<file path="src/rtl/mod_counter.sv">
// ============================================================================
//  Module      : mod_counter
//  Description : Parametrised modulo-N up/down counter with count enable,
//                synchronous clamped load, combinational terminal count (tc)
//                and a registered one-cycle wrap pulse. Chain tc of one stage
//                into en of the next to cascade stages.
//  Revision    : 1.0  - initial release
// ----------------------------------------------------------------------------
//  Parameters
//    WIDTH   counter width in bits (>= 1)
//    MODULO  count range 0..MODULO-1, 2 <= MODULO <= 2**WIDTH
//  Ports
//    clk   in   1      rising-edge clock
//    rst   in   1      asynchronous, active-high reset
//    en    in   1      count enable
//    up    in   1      1 = count up, 0 = count down
//    load  in   1      synchronous load, priority over en
//    d     in   WIDTH  load value (clamped to MODULO-1)
//    q     out  WIDTH  current count (registered)
//    tc    out  1      terminal count (combinational)
//    wrap  out  1      registered pulse after a wrap/saturate edge
//  Build option
//    COUNTER_SAT_EN  defined: saturate at the boundary instead of wrapping.
// ============================================================================
`default_nettype none

module mod_counter #(
  parameter int WIDTH  = 3,
  parameter int MODULO = 8
) (
  input  logic             clk,
  input  logic             rst,
  input  logic             en,
  input  logic             up,
  input  logic             load,
  input  logic [WIDTH-1:0] d,
  output logic [WIDTH-1:0] q,
  output logic             tc,
  output logic             wrap
);

  localparam logic [WIDTH-1:0] C_MAX = WIDTH'(MODULO - 1);
  localparam logic [WIDTH-1:0] C_ONE = WIDTH'(1);

  logic [WIDTH-1:0] r_q;
  logic             r_wrap;

  logic             w_bnd;
  logic             w_tc;
  logic [WIDTH-1:0] w_q_step;
  logic [WIDTH-1:0] w_q_load;
  logic [WIDTH-1:0] w_q_nxt;

  // Boundary depends on the live direction, so tc follows a change of up
  // in the same cycle.
  assign w_bnd = up ? (r_q == C_MAX) : (r_q == '0);
  assign w_tc  = en & ~load & w_bnd;

  // Out-of-range load values are clamped so q never leaves 0..MODULO-1.
  assign w_q_load = (d > C_MAX) ? C_MAX : d;

  always_comb begin
    w_q_step = r_q;
`ifdef COUNTER_SAT_EN
    // Hold at the boundary; stepping away (direction change) still works.
    if (w_bnd) begin
      w_q_step = r_q;
    end else if (up) begin
      w_q_step = r_q + C_ONE;
    end else begin
      w_q_step = r_q - C_ONE;
    end
`else
    if (up) begin
      w_q_step = w_bnd ? '0 : (r_q + C_ONE);
    end else begin
      w_q_step = w_bnd ? C_MAX : (r_q - C_ONE);
    end
`endif
  end

  always_comb begin
    w_q_nxt = r_q;
    if (load) begin
      w_q_nxt = w_q_load;
    end else if (en) begin
      w_q_nxt = w_q_step;
    end
  end

  always_ff @(posedge clk or posedge rst) begin
    if (rst) begin
      r_q    <= '0;
      r_wrap <= 1'b0;
    end else begin
      r_q    <= w_q_nxt;
      // tc already excludes load and en=0, so this alone gives the pulse.
      r_wrap <= w_tc;
    end
  end

  assign q    = r_q;
  assign tc   = w_tc;
  assign wrap = r_wrap;

endmodule

`default_nettype wire

</file>
<file path="config.mk">
export PLATFORM = sky130hd
export DESIGN_NAME = mod_counter
export DESIGN_NICKNAME = d
export VERILOG_FILES = /design/src/rtl/mod_counter.sv
export SDC_FILE = /design/constraint.sdc
export NUM_CORES = 1
export LEC_CHECK = 0
export ABC_AREA = 1
export CORE_AREA = 2 2 39 41
export CTS_BUF_LIST = sky130_fd_sc_hd__clkbuf_8
export DETAILED_ROUTE_END_ITERATION = 10
export DIE_AREA = 0 0 41 43
export PLACE_DENSITY = 0.53
export SYNTH_ARGS = -nofsm -noshare
export SYNTH_HDL_FRONTEND = slang
export SYNTH_SLANG_ARGS = --single-unit
</file>
<file path="constraint.sdc">
create_clock -name clk -period 1.35 [get_ports clk]
set_input_delay 0.135 -clock clk [delete_from_list [all_inputs] [get_ports clk]]
set_output_delay 0.135 -clock clk [all_outputs]
set_load 0.005 [all_outputs]
</file>
==> results of run 1 <==
==> sequential cells by signal, indices dropped and copies added, names as in the netlist <==
name,count
wrap,1
q,3
==> metrics by stage <==
step	setup slack [ns]	instance area, µm²
after floorplan	0.149	304
after global placement	-0.364	519
after detailed placement	-0.392	519
after CTS	-0.140	573
after global routing	-0.205	606
final	-0.116	606
==> power by group through the flow <==
stage | clock, mW | sequential, mW | combinational [mW]
5_1_grt | 0.276 | 0.150 | 0.242
6_report | 0.254 | 0.147 | 0.217
3_3_place_gp | 0 | 0.146 | 0.195
3_5_place_dp | 0 | 0.146 | 0.198
4_1_cts | 0.257 | 0.145 | 0.204
2_1_floorplan | 0 | 0.149 | 0.0759
==> cells in the final DEF (no fill, tap or decap) <==
master,netlist,layout
buf_2,0,1
ha_1,4,1
o211ai_1,1,1
dfrtp_2,0,1
inv_1,6,5
o21ai_0,2,1
clkbuf_8,0,3
o21ai_1,0,1
nor3_1,2,1
nor3_2,0,1
clkdlybuf4s50_1,0,9
buf_6,0,1
ha_2,0,2
nand3_1,2,2
nand2_1,10,9
buf_4,0,11
ha_4,0,1
dfrtp_1,4,3
a22oi_1,3,3
nand2_2,3,4
nor2_1,2,2
dlymetal6s2s_1,0,2
inv_2,2,3
==> layout make-up <==
type / count / area, µm²
fill: 153 / 778
timing repair buffer: 24 / 214
multi-input combinational: 29 / 199
sequential: 4 / 101
clock buffer: 3 / 41.3
inverter: 8 / 30.0
tap: 16 / 20.0
==> timing repair <==
| action | 4_1_cts | 5_1_grt |
|---|---|---|
| buffers inserted | 1 | 1 |
| resized for setup | 7 | 9 |
| pin swaps | 2 | 0 |
| hold buffers | 0 | 0 |
| cloned | 0 | 0 |
| setup endpoints to repair | 2 | 7 |
==> path summary, 6_finish.rpt <==
kind	startpoint	endpoint	slack, ns
setup / recovery	q[0]	tc	-0.12
hold / removal	rst	wrap	0.11
setup reg to reg	q[1]	q[0]	0.04
hold reg to reg	q[0]	q[0]	0.65
max in group asynchronous	rst	q[2]	1.06
min in group clk	load	wrap	0.52
==> cell families after synthesis <==
family	after synthesis	synth area share
compound gates	6	0.132
fa+ha+maj	4	0.165
buf+inv	8	0.0988
flops	4	0.329
simple gates	19	0.276
==> metal layers <==
| metal | routed length, µm | global-route usage |
|---|---|---|
| met2 | 456 | 0.166 |
| met3 | 44 | 0.0942 |
| met4 | 0 | 0.0400 |
| met1 | 364 | 0.131 |
| met5 | 0 | 0 |
==> flow_summary.yaml, run 1 <==
outcome:
  status: "complete, but fails checks"
  violations: "negative setup slack"
synthesis:
  synth_fp_nets: 53
  synth_most_common_cell: "nand2_1"
  async_flop_share: 1.00
  synthTopCellsByArea: "dfrtp_1 33%, ha_1 16%, nand2_1 12%"
  synth-main-ff-cell: "dfrtp_1"
  ys_seq_elements: 4
  yosysTopAreaCellShare: 0.329
  avgSynthCellArea_um2: 7.42
  synth_cell_types: 12
  synth_cells: 41
  synth.yosys.warnings: 0
  synth_edf_count: 0
  yosysTopAreaCell: "dfrtp_1"
  syn_area_um2: 304
  yosysSeqAreaShare: 0.329
  synth_common_cells: "10 x nand2_1, 6 x inv_1, 4 x dfrtp_1, 4 x ha_1"
sta:
  min_period_ns: 1.47
  clock_skew_ns: 0.00231
  finalCritPeriodShare: 1.09
  setup_viol: 1
  hold_violations: 0
  postLayoutSetupSlackWorst_ns: -0.116
  fmax_mhz: 682
  slew_headroom: 0.855
  slew_violations: 0
  rsz0062_at_grt: "yes"
  holdWs_ns: 0.112
  setup_tns_ns: -0.116
  worst_pin_slew_ns: 0.216
power_and_ir_drop:
  p_per_area_nw_per_um2: 1020
  max-vdd-ir-drop_uv: 688
  leakage_nw: 0.319
  seq_power_share: 0.239
  combPwrFrac: 0.351
  p_int_mw: 0.454
  p_sw_mw: 0.164
  power.total_mw: 0.618
  pwr-share-clk: 0.411
  p_sw_frac: 0.266
cells_and_area:
  syn2layout_area_growth_pct: 99.2
  num_antenna_cells: 0
  fin_nets: 82
  final_cells: 84
  post-route-util: 0.438
  drive_gt1_frac: 0.412
placement:
  portBuffers: 12
  place.gp.congestion: 0.656
  dp.cells: 79
  hpwl_um: 661
drt:
  dr.pass1.iters: 2
  drcViolationCount: 0
  dr.first_iter.drc_count: 4
  avgRoutedWirePerCell_um: 10.3
  wl_um: 866
  vias: 351
  avgViaCountPerCell: 4.18
  postRouteAntennaNets: 0
grt:
  grt.overflow.total: 0
  grt_pass1_wl_um: 1290
  track_usage: 0.118
  grt_max_degree: 6
  antenna_found_initial: 0
  grt_pass1_vias: 332
clock_tree:
  ctsRootBufferMaster: "clkbuf_8"
  cts.path.max_buffers: 2
  clock_latency_ns: 0.22
  cts.sinks: 4
  htreeDepth: 1
  clkTransAtPathRegs_ns: 0.03
  cts_tree: "built"
  cts_buffers: 3
worst_setup_path:
  crit_required_ns: 1.22
  reg2reg_depth: 10
  critPathBufInv: 2
  worstPathArrival_ns: 1.33
  endpoint_kind: "output port"
  slowest_stage: "dfrtp_1"
  slowest_delay_ns: 0.39
  crit_type: "flop to output port"
  cp-start-kind: "flop"
  cp_common_cell: "nand2_2"
  critPathTopFamily: "flip-flops"
  crit_cells: 7
  crit_chain: "inv_1 -> ha_2 -> nand2_2 -> nand2_2 -> nand2_2 -> nor3_2 -> buf_2"
  path_max_fanout: 3
die:
  initial_core_util: 0.220
  die_area_um2: 1760
  die_h_um: 43
  fp-row-count: 14
  ios: 13
  core_um2: 1380
  dieWidth_um: 41
job:
  drv_cap: 0
worst_hold_path:
  hold_path.class: "input pin to asynchronous set/reset pin"
(Power assumes the default switching activity.)
==> run 2: changes to the inputs <==
- SLEW_MARGIN: unset -> 5
==> results of run 2 <==
Final layout, timing and power as in run 1 (identical DEF).
